## src/rtl/cordic_pkg.sv

```systemverilog
// Shared constants, widths, arctangent table and FSM state type for the
// vectoring-mode CORDIC (Cartesian -> angle/magnitude) block.
package cordic_pkg;

  localparam int ITER_N = 8;
  localparam int IN_W   = 8;
  localparam int XY_W   = 12;
  localparam int Z_W    = 11;
  localparam int ANG_W  = 9;
  localparam int MAG_W  = 10;
  localparam int CNT_W  = 3;

  // Angles in z are quarter-LSB units: 400 = 90 deg, 800 = 180 deg.
  localparam logic signed [Z_W-1:0] ANG_90 = 11'sd400;

  // Output-unit angle for the negative X axis (180 deg).
  localparam logic signed [ANG_W-1:0] ANG_180 = 9'sd200;

  // atan(2^-i) in quarter-LSB units.
  localparam logic signed [Z_W-1:0] ATAN_TBL [ITER_N] = '{
    11'sd200, 11'sd118, 11'sd62, 11'sd32, 11'sd16, 11'sd8, 11'sd4, 11'sd2
  };

  localparam logic [CNT_W-1:0] CNT_LAST = CNT_W'(ITER_N - 1);

  typedef enum logic [1:0] {
    IDLE = 2'd0,
    ITER = 2'd1,
    POST = 2'd2
  } state_e;

endpackage

```

## src/rtl/cordic_vec_step.sv

```systemverilog
// One vectoring micro-rotation: rotates (x,y) toward the +X axis by
// atan(2^-i) in the direction that shrinks |y|, accumulating the angle in z.
module cordic_vec_step
  import cordic_pkg::*;
(
  input  logic signed [XY_W-1:0]  x_i,
  input  logic signed [XY_W-1:0]  y_i,
  input  logic signed [Z_W-1:0]   z_i,
  input  logic        [CNT_W-1:0] i_i,
  output logic signed [XY_W-1:0]  x_o,
  output logic signed [XY_W-1:0]  y_o,
  output logic signed [Z_W-1:0]   z_o
);

  logic signed [XY_W-1:0] x_sh;
  logic signed [XY_W-1:0] y_sh;

  // Direction chosen by the sign of y; right-hand sides use the old x/y.
  always_comb begin
    x_sh = x_i >>> i_i;
    y_sh = y_i >>> i_i;
    if (!y_i[XY_W-1]) begin
      x_o = x_i + y_sh;
      y_o = y_i - x_sh;
      z_o = z_i + ATAN_TBL[i_i];
    end else begin
      x_o = x_i - y_sh;
      y_o = y_i + x_sh;
      z_o = z_i - ATAN_TBL[i_i];
    end
  end

endmodule

```

## src/rtl/cordic_vector.sv

```systemverilog
// Vectoring-mode CORDIC: converts signed 8-bit (xin,yin) into atan2 angle
// (1 LSB = 0.9 deg) and vector magnitude with a fixed 10-cycle latency.
// Optional macro CORDIC_GAIN_COMP_EN scales the magnitude by 39/64 to remove
// the CORDIC gain; without it the raw gained x is reported.
//
// Handshake: start is a request pulse honoured only in IDLE when done is
// low; inputs are captured on that edge only. busy is high from the
// accepting edge through the done cycle; done is a one-cycle pulse and
// angle/magnitude hold until the next done.
module cordic_vector
  import cordic_pkg::*;
(
  input  logic                    clk,
  input  logic                    reset,
  input  logic                    start,
  input  logic signed [IN_W-1:0]  xin,
  input  logic signed [IN_W-1:0]  yin,
  output logic                    busy,
  output logic                    done,
  output logic signed [ANG_W-1:0] angle,
  output logic        [MAG_W-1:0] magnitude,
  output state_e                  dbg_state
);

  state_e                  state_q;
  logic                    busy_q, done_q;
  logic signed [ANG_W-1:0] angle_q;
  logic        [MAG_W-1:0] magnitude_q;
  logic signed [XY_W-1:0]  x_q, y_q;
  logic signed [Z_W-1:0]   z_q;
  logic        [CNT_W-1:0] cnt_q;
  logic                    zero_q, negx_q;

  logic signed [XY_W-1:0]  xs, ys, x_ld, y_ld, x_d, y_d;
  logic signed [Z_W-1:0]   z_ld, z_d;
  logic signed [Z_W:0]     ang_full;
  logic signed [XY_W+5:0]  x_w, x_c, mag_full;
  logic signed [ANG_W-1:0] angle_d;
  logic        [MAG_W-1:0] magnitude_d;
  logic                    unused_bits;

  // Inputs scaled by 4 (two fractional bits) and pre-rotated into the right half-plane.
  always_comb begin
    xs = {{(XY_W-IN_W-2){xin[IN_W-1]}}, xin, 2'b00};
    ys = {{(XY_W-IN_W-2){yin[IN_W-1]}}, yin, 2'b00};
    if (!xin[IN_W-1]) begin
      x_ld = xs;
      y_ld = ys;
      z_ld = '0;
    end else if (!yin[IN_W-1]) begin
      x_ld = ys;
      y_ld = -xs;
      z_ld = ANG_90;
    end else begin
      x_ld = -ys;
      y_ld = xs;
      z_ld = -ANG_90;
    end
  end

  cordic_vec_step u_step (
    .x_i (x_q),
    .y_i (y_q),
    .z_i (z_q),
    .i_i (cnt_q),
    .x_o (x_d),
    .y_o (y_d),
    .z_o (z_d)
  );

  // Final rounding of angle and (optionally gain-compensated) magnitude.
  always_comb begin
    ang_full = ({z_q[Z_W-1], z_q} + 12'sd2) >>> 2;
    angle_d  = ang_full[ANG_W-1:0];
    x_w      = {{6{x_q[XY_W-1]}}, x_q};
`ifdef CORDIC_GAIN_COMP_EN
    x_c      = ((x_w <<< 5) + (x_w <<< 2) + (x_w <<< 1) + x_w) >>> 6;
`else
    x_c      = x_w;
`endif
    mag_full    = (x_c + 18'sd2) >>> 2;
    magnitude_d = mag_full[MAG_W-1:0];
  end

  assign unused_bits = ^{ang_full[Z_W:ANG_W], mag_full[XY_W+5:MAG_W]};

  // Control FSM with datapath registers; all outputs are registered.
  always_ff @(posedge clk) begin
    if (reset) begin
      state_q     <= IDLE;
      busy_q      <= 1'b0;
      done_q      <= 1'b0;
      angle_q     <= '0;
      magnitude_q <= '0;
      x_q         <= '0;
      y_q         <= '0;
      z_q         <= '0;
      cnt_q       <= '0;
      zero_q      <= 1'b0;
      negx_q      <= 1'b0;
    end else begin
      done_q <= 1'b0;
      unique case (state_q)
        IDLE: begin
          busy_q <= 1'b0;
          // A start coinciding with done is dropped; next cycle is free.
          if (start && !done_q) begin
            x_q     <= x_ld;
            y_q     <= y_ld;
            z_q     <= z_ld;
            cnt_q   <= '0;
            zero_q  <= (xin == '0) && (yin == '0);
            negx_q  <= xin[IN_W-1] && (yin == '0);
            busy_q  <= 1'b1;
            state_q <= ITER;
          end
        end
        ITER: begin
          x_q   <= x_d;
          y_q   <= y_d;
          z_q   <= z_d;
          cnt_q <= cnt_q + 1'b1;
          if (cnt_q == CNT_LAST) state_q <= POST;
        end
        POST: begin
          // The zero vector and the negative X axis have exact answers that
          // the truncated iteration would otherwise miss (residual z drift).
          if (zero_q)      angle_q <= '0;
          else if (negx_q) angle_q <= ANG_180;
          else             angle_q <= angle_d;
          magnitude_q <= magnitude_d;
          done_q      <= 1'b1;
          state_q     <= IDLE;
        end
        default: state_q <= IDLE;
      endcase
    end
  end

  assign busy      = busy_q;
  assign done      = done_q;
  assign angle     = angle_q;
  assign magnitude = magnitude_q;
  assign dbg_state = state_q;

endmodule

```

## config.mk

```make
export PLATFORM = sky130hd
export DESIGN_NAME = cordic_vector
export DESIGN_NICKNAME = d
export VERILOG_FILES = /design/src/rtl/cordic_pkg.sv /design/src/rtl/cordic_vec_step.sv /design/src/rtl/cordic_vector.sv
export SDC_FILE = /design/constraint.sdc
export NUM_CORES = 1
export LEC_CHECK = 0
export ABC_AREA = 1
export BUFFER_PORTS_ARGS = -buffer_cell sky130_fd_sc_hd__buf_2
export CELL_PAD_IN_SITES_DETAIL_PLACEMENT = 1
export CELL_PAD_IN_SITES_GLOBAL_PLACEMENT = 2
export CORE_MARGIN = 5
export CORE_UTILIZATION = 36
export DETAILED_ROUTE_END_ITERATION = 8
export PLACE_DENSITY = 0.84
export SETUP_SLACK_MARGIN = 0.3
export SKIP_LAST_GASP = 1
export SLEW_MARGIN = 20
export SYNTH_ARGS = -nofsm -noshare
export SYNTH_HDL_FRONTEND = slang
export SYNTH_SLANG_ARGS = --single-unit
```

## constraint.sdc

```tcl
create_clock -name clk -period 5.7 [get_ports clk]
set_clock_uncertainty 0.05 [all_clocks]
set_input_delay 0.855 -clock clk [delete_from_list [all_inputs] [get_ports clk]]
set_output_delay 0.855 -clock clk [all_outputs]
set_load 0.05 [all_outputs]
```

# Word-level counts from Yosys, hierarchy flattened
# Memories as Yosys holds them, arrays and structs flattened.
# Index checks and enable logic that the tools add are counted.
# W data, S select, Z words.
[word_totals] ff_bits=63 latch_bits=0 ramBits=0 romBits=88 in_bits=19 word_cells=69 memories=1
[op_classes] add_sub_neg=11 mul=0 n_div=0 magnitude_cmp=1 n_eq_ne=5 n_shift=2 muxes=26 bitwise_logic=1 n_reduce_logical=11
[memory_table] memory="(no name shown)" depth=8 word_bits=11 read_ports=1 rd_clocked_by_memory_dff=0 wr=0 line="cordic_vec_step.sv:25" rtl="z_o = z_i + ATAN_TBL[i_i];"
[ops] operator="$mux W12" count=8
[ops] operator="$mux W11" count=6
[ops] operator="$pmux W12 S2" count=2
[ops] operator="$add A12 B12 Y12" count=2
[ops] operator="$neg A10 Y12" count=2
[ops] operator="$sshr A12 B3 Y12" count=2
[ops] operator="$sub A12 B12 Y12" count=2
[ops] operator="$pmux W11 S2" count=1
[ops] operator="$mux W9" count=2
[ops] operator="$logic_not A8 Y1" count=2
[ops] operator="$add A12 B3 Y12 const B" count=1
[ops] operator="$add A11 B11 Y11" count=1
[ops] operator="$add A11 B3 Y11 const B" count=1
[ops] operator="$sub A11 B11 Y11" count=1
[ops] operator="$pmux W3 S2" count=1
[ops] operator="$reduce_and A2 Y1" count=3
[ops] operator="$ge A4 B4 Y1 const B" count=1
[ops] operator="$mux W2" count=2
[ops] operator="$ne A2 B2 Y1 const B" count=2
[ops] operator="$not A3 Y4" count=1
[ops] operator="$pmux W2 S2" count=1
[ops] operator="$add A3 B1 Y3 const B" count=1
[ops] operator="$eq A3 B3 Y1 const B" count=1
[ops] operator="$logic_and A1 B1 Y1" count=3
[ops] operator="7 further kinds" count=8

# Longest topological paths before layout
# Gate-level depths: netlist of the first run.
[logic_depth] depth_word=7 ltp_mapped=29 ltp_nobuf=27

# Hierarchy
# Synthesis of the first run repeated with hierarchy kept, for this count alone.
[hier_totals] hier_cells=1033 area_unflattened_um2=6254.7
[by_module_without_submodules] mod="cordic_vector" instances=1 cells_each=476 area_per_inst_um2=3213.1
[by_module_without_submodules] mod="cordic_vec_step" instances=1 cells_each=557 area_per_inst_um2=3041.7

# Worst setup path after synthesis of the first run
# Ideal clock, no wire load.
[synth_path] path_kind="flip-flop to flip-flop" from="reg cnt_q[0]" to="reg y_q[9]" setup_time_ns=0.071 t_arrival_ns=3.029 required_ns=5.579 path_slack_ns=2.550 stages_incl_launch_ff=20 path_buffers=2 synth_period_minus_slack_ns=3.150 cell_sequence="dfxtp_1 buf_6 buf_2 nand2_1 nand3_1 nand3_1 nand2_1 inv_1 ha_1 or2_2 o21ai_0 inv_1 ha_1 inv_1 o31ai_1 a21oi_1 o21bai_1 or2_2 nand3_1 a21oi_1"
[synth_via] elab_chain_len=4 elab_cells_between_ends=5
[synth_rtl] item="from (decl)" line="cordic_vector.sv:31" rtl="logic [CNT_W-1:0] cnt_q;"
[synth_rtl] item="from (signal assigned)" line="cordic_vector.sv:122" rtl="cnt_q <= cnt_q + 1'b1;"
[synth_rtl] item="$sshr A12 B3 Y12 (*)" line="cordic_vec_step.sv:20" rtl="x_sh = x_i >>> i_i;"
[synth_rtl] item="$sub A12 B12 Y12 / $add A12 B12 Y12 (equally long branches)" line="cordic_vec_step.sv:24, cordic_vec_step.sv:28"
[synth_rtl] item="$mux W12 (*)" line="cordic_vec_step.sv:22" rtl="if (!y_i[XY_W-1]) begin"
[synth_rtl] item="$pmux W12 S2 (*)" line="cordic_vector.sv:103" rtl="unique case (state_q)"
[synth_rtl] item="to (signal assigned)" line="cordic_vector.sv:109" rtl="y_q <= y_ld;"
[synth_rtl] item="to (signal assigned)" line="cordic_vector.sv:120" rtl="y_q <= y_d;"
[synth_rtl] item="to (decl)" line="cordic_vector.sv:29" rtl="logic signed [XY_W-1:0] x_q, y_q;"
# Mark *: on every way between the ends. The rest lies on a longest branch, timed or not.
# A chain may end at the register's enable or synchronous reset.

# Worst setup path in the final report of the first run
[layout_path] from="reg cnt_q[2]" to="reg y_q[7]"
# Same word-level chain as after synthesis.

==> flow_summary.toml, run 1 <==
[detailed_routing]
ant_nets = 0
num_vias = 6902
routed_via_density = 5.396
drt_first_pass_iters = 7
initialDrtViolationCount = 334
finalWirelength_um = 22950
drc = 0
wl_per_cell_um = 17.94

[cts]
clkTransAtPathRegs_ns = 0.06
ctsResizeCount = 0
numCtsBuffers = 9
htreeDepth = 3
cts_max_path_buffers = 2
cts_setup_buffers = 0
cts_root_buffer = "clkbuf_16"
ctsHoldBuffers = 0
clkSinkCount = 62
cts_tree = "yes"
clock_latency_ns = 0.35

[placed_design]
placement.io_buffers = 41
hpwl_um = 17800
pre_cts_ws_ns = 1.752
place_congestion = 0.8678
placed_cells = 1263

[run_status]
status = "finished, final reports clean"

[logic_synthesis]
synth-edff-count = 0
synth_area_leaders = "dfxtp_1 (20%), nand2_1 (15%), ha_1 (9.6%), nand3_1 (7.6%), inv_1 (7.0%)"
synth_ff_type = "dfxtp_1"
ys_types = 43
synth_top_cell_by_area = "dfxtp_1"
ys_top_cells_by_count = "nand2_1 (257), inv_1 (118), nand3_1 (96)"
synth_nets = 1097
netlist.area_leader.share_pct = 19.74
netlist_instances = 1028
syn_avg_cell_area_um2 = 6.117
synthArstFlopShare_pct = 0
ys_warn_count = 0
synth-seq-cells = 62
synth_area_um2 = 6289
yosysMostFrequentCell = "nand2_1"
yosysSeqAreaShare_pct = 19.74

[timing]
drv_slew = 0
max_slew_margin_pct = 28.33
finalSetupTns_ns = 0
max_freq_ghz = 0.2548
period_share_pct = 68.86
finalCriticalPeriod_ns = 3.925
tightest_slew_ns = 1.074
final-hold-violation-count = 0
setup_viol = 0
rsz0062_at_grt = "false"
fin_hold_ws_ns = 0.4137
setup_slack_ns = 1.775

[layout]
multi_input_area_um2 = 4379
final_util_pct = 40.19
fillers = 2367
nets = 1118
seq_area_um2 = 1241
syn2layout_area_growth_pct = 10.15
fin_cells = 1279
drive_gt1_share_pct = 10.06
antenna_cells = 0

[critical_path]
worstSetupStartpointType = "flop"
ff2ff_path_depth = 19
cp.required_ns = 5.89
cp_data_arrival_time_ns = 4.11
crit_end = "y_q[7]"
r2r_start = "cnt_q[2]"
worstSetupStartpoint = "cnt_q[2]"
rr_endpoint = "y_q[7]"
rrSetupSlack_ns = 1.77
endpoint_kind = "flop"
cp_max_fo = 32
crit_type = "flop to flop"

[grt]
grt_pass1_vias = 6913
grt_max_degree = 39
grt_overflow = 0
grt_pass1_wl_um = 36830
grt_usage_pct = 22.90
antenna_found_initial = 1

[floorplanning]
die_height_um = 142.2
die-area_um2 = 20210
core_area_um2 = 17240
start_util_pct = 36.48
die_w_um = 142.2
ios = 42
rows = 48

[hold_path]
holdPathStages = 2
hold_path_class = "flop to flop"

[job]
cap_violations = 0

[pwr]
p_per_area_nw_per_um2 = 345.5
power.leakage_uw = 0.003396
irDropWorstVdd_uv = 157.9
[power by group]
group	total (uW)	switching [uW]	internal [uW]
Sequential	546	74.7	472
Clock	545	226	319
Combinational	1300	850	452
[placed cells by master, fill, tap and decap left out, types with 5 or more instances in the layout]
master	count
a31oi_1	15
nor3_1	21
nand2_2	12
dfxtp_1	62
a21oi_1	87
or2_2	8
buf_2	41
clkbuf_16	9
o31ai_1	7
nor2_2	7
o21bai_1	8
ha_1	48
nand2_1	257
nor2_1	67
o21ai_0	78
inv_1	118
nand4_1	10
buf_4	8
xor2_1	28
xnor2_1	15
nand3_1	96
o211ai_1	5
[cell type report]
cell class              instances  area share, %
clock buffers                  12          3.703
clock inverters                 4         0.4516
inverters                     125          6.810
multi-input cells             802          63.22
flip-flops and latches         62          17.92
well taps                     225          4.064
repair buffers                 49          3.829
[per-layer routing]
metal  vias up  track usage (%)  part of all wire [%]
met5         -                0                 0.031
met4         2            5.455                   2.1
met3        33            3.663                   3.6
met2       118            38.46                    46
met1      3283            30.81                    48
li1       3466                -                     -
[sequential cells by signal (all words and copies together), names as in the netlist]
| name | count |
|---|---|
| done | 1 |
| angle | 9 |
| dbg_state | 2 |
| y_q | 12 |
| busy | 1 |
| magnitude | 10 |
| z_q | 10 |
| x_q | 12 |
| zero_q | 1 |
| cnt_q | 3 |
| negx_q | 1 |
[per-stage QoR]
| step | cell area [um^2] | power (uW) |
|---|---|---|
| after floorplan | 6289 | 1504 |
| after global placement | 6639 | 1831 |
| after detailed placement | 6639 | 1848 |
| after CTS | 6927 | 2411 |
| after global routing | 6927 | 2600 |
| final | 6927 | 2393 |
[how the worst min path moves through the flow]
stage	from	endpoint	slack (ns)
2_1_floorplan	y_q[0]	y_q[0]	0.41
3_3_place_gp	angle[4]	angle[4]	0.40
3_5_place_dp	angle[8]	angle[8]	0.41
4_1_cts	angle[8]	angle[8]	0.42
5_1_grt	angle[4]	angle[4]	0.44
6_report	angle[8]	angle[8]	0.41
[critical path, stage by stage, from the launching register on]
cell and delay (ns):
dfxtp_1 0.30, buf_4 0.25, nor2_2 0.36, o21ai_0 0.14, o21ai_0 0.27, inv_1 0.11, nand2_2 0.10, inv_2 0.04
ha_1 0.25, or2_2 0.26, o21ai_0 0.14, inv_1 0.08, ha_1 0.28, inv_1 0.04, o31ai_1 0.46, a21oi_1 0.21
o21ai_0 0.19, a21oi_1 0.06, nor3_1 0.16, nor2_1 0.06
[cell families after synthesis]
logic type                 after synthesis  synth area share (%)
buffers and inverters                  164                 10.66
adders and majority gates               50                 10.19
xor gates and xnor gates                43                 5.989
and+or+nand+nor                        492                 34.24
AOI/OAI and AO/OA                      217                 19.18
DFF                                     62                 19.74
No activity file was read; power rests on OpenSTA's default activity.
==> inputs of run 2 (changes only) <==
- CORE_UTILIZATION: 36 -> 30
- PLACE_DENSITY: 0.84 -> 0.74
- clock period: 5.7 -> 3.2 ns (I/O delays scaled with it)
==> flow_summary.toml, run 2 (synthesis results as in run 1) <==
[layout]
antenna_cells = 0
mostFrequentLayoutCells = "nand2_1 (209), buf_4 (152), inv_1 (98)"
drive_gt1_share_pct = 38.35
layout_commonest_cell = "nand2_1"
final_util_pct = 45.30
design_area_um2 = 9433
multi_input_area_um2 = 5533
fin_cells = 1485
syn2layout_area_growth_pct = 50.00
reg_top3 = "x_q (12), y_q (12)"
seq_area_um2 = 1250
fillers = 2669
nets = 1274

[floorplanning]
rows = 53
die_w_um = 154.8
ios = 42
start_util_pct = 30.20
die-area_um2 = 23960
core_area_um2 = 20820
die_height_um = 154.8

[critical_path]
cp_data_arrival_time_ns = 3.35
cp_max_fo = 9
cp.required_ns = 3.38
worstSetupStartpointType = "flop"
endpoint_kind = "flop"
crit_type = "flop to flop"

[timing]
rsz0062_at_grt = "true"
final-hold-violation-count = 0
max_freq_ghz = 0.3158
finalCriticalPeriod_ns = 3.166
drv_slew = 0
tightest_slew_ns = 0.8178
setup_viol = 0
period_share_pct = 98.94
max_slew_margin_pct = 45.42

[detailed_routing]
drt_first_pass_iters = 4
routed_via_density = 5.064
drc = 0
finalWirelength_um = 26090
wl_per_cell_um = 17.57
ant_nets = 0
initialDrtViolationCount = 245
num_vias = 7520

[grt]
antenna_found_initial = 0
grt_pass1_vias = 7947
grt_overflow = 0
grt_pass1_wl_um = 41450
grt_usage_pct = 21.60
grt_max_degree = 38

[cts]
numCtsBuffers = 9
clkTransAtPathRegs_ns = 0.06
cts_max_path_buffers = 2
cts_tree = "yes"
clock_latency_ns = 0.35
cts_root_buffer = "clkbuf_16"
clkSinkCount = 62
htreeDepth = 3

[placed_design]
hpwl_um = 19620
place_congestion = 0.8878
placed_cells = 1423
place_area_um2 = 7665
placement.io_buffers = 41

[pwr]
irDropWorstVdd_uv = 478.2
finalPower_uw = 6371
power.leakage_uw = 0.004414
p_per_area_nw_per_um2 = 675.4

[job]
cap_violations = 0

[hold_path]
hold_path_class = "flop to flop"

[run_status]
status = "finished, final reports clean"
-- run 2: repair_timing --
item,in CTS,in global routing
gates resized for setup,150,108
pin swaps,72,77
buffers inserted,35,11
hold buffers,0,0
setup endpoints to repair,26,25
-- run 2: worst paths after layout --
| check | start | to | slack, ns | cells after the start |
|---|---|---|---|---|
| worst max-delay path | cnt_q[0] | y_q[7] | 0.03 | 21 |
| worst min-delay path | angle[2] | angle[2] | 0.41 | 2 |
| worst max register to register | cnt_q[0] | y_q[7] | 0.03 | 21 |
| worst min register to register | angle[2] | angle[2] | 0.41 | 2 |
-- run 2: report_power, final --
group | internal (uW) | leakage (uW) | total, uW | switching (uW)
clock network | 646 | 0.000157 | 1040 | 390
logic | 2010 | 0.00375 | 4390 | 2380
registers | 840 | 0.000509 | 946 | 106
-- run 2: critical path, cell delays in order (launching register included) --
cell	delay, ns
dfxtp_4	0.37
buf_12	0.15
buf_8	0.14
nand2_2	0.08
nand3_2	0.08
nand3_2	0.09
nand2_2	0.08
inv_2	0.08
ha_4	0.15
nand4_1	0.13
o21ai_1	0.19
xor2_1	0.25
inv_2	0.10
ha_4	0.30
nand2_4	0.06
nor2_2	0.14
a21oi_2	0.08
buf_4	0.15
o21ai_2	0.12
a21oi_2	0.06
nor3_1	0.14
nor2_1	0.05
-- run 2: area by class of cell --
cell class / instances / share of cell area, %
Inverter: 125 / 5.160
Clock inverter: 6 / 0.6234
Clock buffer: 10 / 2.653
Multi-Input combinational cell: 802 / 58.66
Timing Repair Buffer: 205 / 16.01
Tap cell: 275 / 3.648
Sequential cell: 62 / 13.25
-- run 2: per-stage QoR --
stage / TNS [ns] / hold WS, ns / setup WS [ns]
2_1_floorplan: 0 / 0.4081 / 0.2859
3_3_place_gp: -0.7641 / 0.3978 / -0.1381
3_5_place_dp: -1.194 / 0.4052 / -0.1644
4_1_cts: 0 / 0.4145 / 0.06601
5_1_grt: -1.045 / 0.4336 / -0.1381
6_report: 0 / 0.4091 / 0.03384
-- run 2: routing by layer --
metal / track usage [%] / up-vias / wire length [um]
met3: 2.658 / 38 / 559
met5: 0 / - / 0
li1: - / 3777 / -
met4: 6.518 / 0 / 616
met2: 38.54 / 82 / 13260
met1: 27.13 / 3623 / 11660
==> inputs of run 3 (changes only) <==
- CAP_MARGIN: default -> 40
- PLACE_DENSITY: 0.74 -> default
- PLACE_DENSITY_LB_ADDON: default -> 0.2
==> flow_summary.toml, run 3 (synthesis results as in run 1) <==
[floorplanning]
die-area_um2 = 23960
core_area_um2 = 20820
ios = 42
die_w_um = 154.8
start_util_pct = 30.20
die_height_um = 154.8
rows = 53

[cts]
cts_root_buffer = "clkbuf_16"
ctsHoldBuffers = 0
clock_latency_ns = 0.35
clkSinkCount = 62
cts_tree = "yes"
clkTransAtPathRegs_ns = 0.06
numCtsBuffers = 9
cts_max_path_buffers = 2
htreeDepth = 3

[timing]
setup_viol = 9
finalCriticalPeriod_ns = 3.306
final-hold-violation-count = 0
rsz0062_at_grt = "true"
max_freq_ghz = 0.3025
tightest_slew_ns = 0.7225
period_share_pct = 103.3
fin_hold_ws_ns = 0.4122
setup_slack_ns = -0.1060
max_slew_margin_pct = 51.46
drv_slew = 0

[detailed_routing]
finalWirelength_um = 26960
wl_per_cell_um = 18.29
drt_first_pass_iters = 4
num_vias = 7552
routed_via_density = 5.123
ant_nets = 0
initialDrtViolationCount = 318
drc = 0

[hold_path]
hold_path_class = "flop to flop"
holdPathStages = 2

[layout]
final_util_pct = 45.49
mostFrequentLayoutCells = "nand2_1 (212), buf_4 (124), inv_1 (101)"
seq_area_um2 = 1254
syn2layout_area_growth_pct = 50.64
drive_gt1_share_pct = 37.78
antenna_cells = 0
fillers = 2692
reg_top3 = "x_q (12), y_q (12)"
layout_commonest_cell = "nand2_1"
multi_input_area_um2 = 5567
nets = 1263

[pwr]
p_comb_share_pct = 68.8
switching_share_pct = 45.79
p_switching_uw = 2913
power.leakage_uw = 0.004380
irDropWorstVdd_uv = 383.1
p_per_area_nw_per_um2 = 671.6
p_int_uw = 3449
pwr-share-seq_pct = 15.0
p_clk_share_pct = 16.1

[grt]
grt_overflow = 0
grt_pass1_vias = 7814
antenna_found_initial = 0
grt_pass1_wl_um = 41480
grt_usage_pct = 21.64
grt_max_degree = 38

[critical_path]
endpoint_kind = "flop"
cp_data_arrival_time_ns = 3.54
cpPeakStageDelay_ns = 0.41
slowest_stage = "dfxtp_4"
crit_type = "flop to flop"
cp.required_ns = 3.43
cp_max_fo = 8
cp_cell_sequence = "buf_8 > o211ai_1 > nand2_1 > inv_1 > nand2_2 > inv_2 > ha_4 > inv_4 > nor2_4 > nand2_2 > o31ai_2 > xor2_1 > ha_1 > a21oi_2 > o21ai_2 > a21oi_2 > inv_2 > a21oi_2 > xor2_1 > nand2_1 > a21oi_1"
ff2ff_path_depth = 21
cpMostUsedCell = "a21oi_2"
worstSetupStartpointType = "flop"

[placed_design]
hpwl_um = 19100
placement.io_buffers = 41
place_congestion = 0.8939

[run_status]
violations = "negative setup slack"
status = "finished with violations"

[job]
cap_violations = 0
==> run 3: cell types whose count changed in the layout (fill, tap and decap cells not counted), sizes merged <==
cell	change
buf	-11
clkinv	-1
clkinvlp	+2
inv	-1
==> run 3: per-stage QoR <==
step | area, um^2 | setup TNS, ns | instances | setup slack, ns | total power (uW)
6_report | 9473 | -0.4019 | 1474 | -0.1060 | 6362
4_1_cts | 8692 | -0.05034 | 1446 | -0.02405 | 5570
3_5_place_dp | 7320 | -0.9112 | 1376 | -0.3103 | 3655
5_1_grt | 9473 | -2.390 | 1474 | -0.3079 | 6801
3_3_place_gp | 7305 | -0.6161 | 1375 | -0.2270 | 3637
2_1_floorplan | 6416 | 0 | 1028 | 0.2859 | 2758
==> run 3: worst paths after layout <==
kind | slack [ns] | endpoint | start
worst max-delay path | -0.11 | x_q[9] | cnt_q[0]
worst min-delay path | 0.41 | angle[4] | angle[4]
worst max register to register | -0.11 | x_q[9] | cnt_q[0]
worst min register to register | 0.41 | angle[4] | angle[4]
==> run 3: worst max-delay path: cells and delay by family, from the launching register on <==
family	cells	cell delay, ns
XOR/XNOR	2	0.44
AND/OR/NAND/NOR	5	0.38
adder cells (fa/ha/maj)	2	0.46
AO/OA/AOI/OAI	7	1.12
buffers and inverters	5	0.39
flip-flops	1	0.41
==> run 3: final cells by class <==
cell class,count,share of cell area (%)
multi-input combinational,802,58.76
tap,275,3.632
clock inverter,6,0.6472
timing repair buffer,194,15.92
sequential,62,13.23
inverter,125,5.283
clock buffer,10,2.523
==> run 3: repair_timing <==
| action | CTS | global route |
|---|---|---|
| resized for setup | 148 | 134 |
| setup endpoints to repair | 25 | 25 |
| buffers inserted | 53 | 28 |
| gates cloned | 1 | 0 |
| pin swaps | 69 | 102 |
==> run 3: routing by layer <==
| layer | track usage, % | wire length, um | vias up |
|---|---|---|---|
| met3 | 3.050 | 670 | 34 |
| met1 | 26.81 | 11830 | 3686 |
| met4 | 6.182 | 629 | 0 |
| li1 | - | - | 3739 |
| met5 | 0 | 0 | - |
| met2 | 38.98 | 13830 | 93 |
==> run 3: power groups by stage <==
| stage | sequential [uW] | combinational [uW] | clock, uW |
|---|---|---|---|
| 6_report | 957 | 4380 | 1030 |
| 5_1_grt | 962 | 4760 | 1080 |
| 4_1_cts | 949 | 3570 | 1050 |
| 3_5_place_dp | 959 | 2700 | 0 |
| 3_3_place_gp | 959 | 2680 | 0 |
| 2_1_floorplan | 928 | 1830 | 0 |
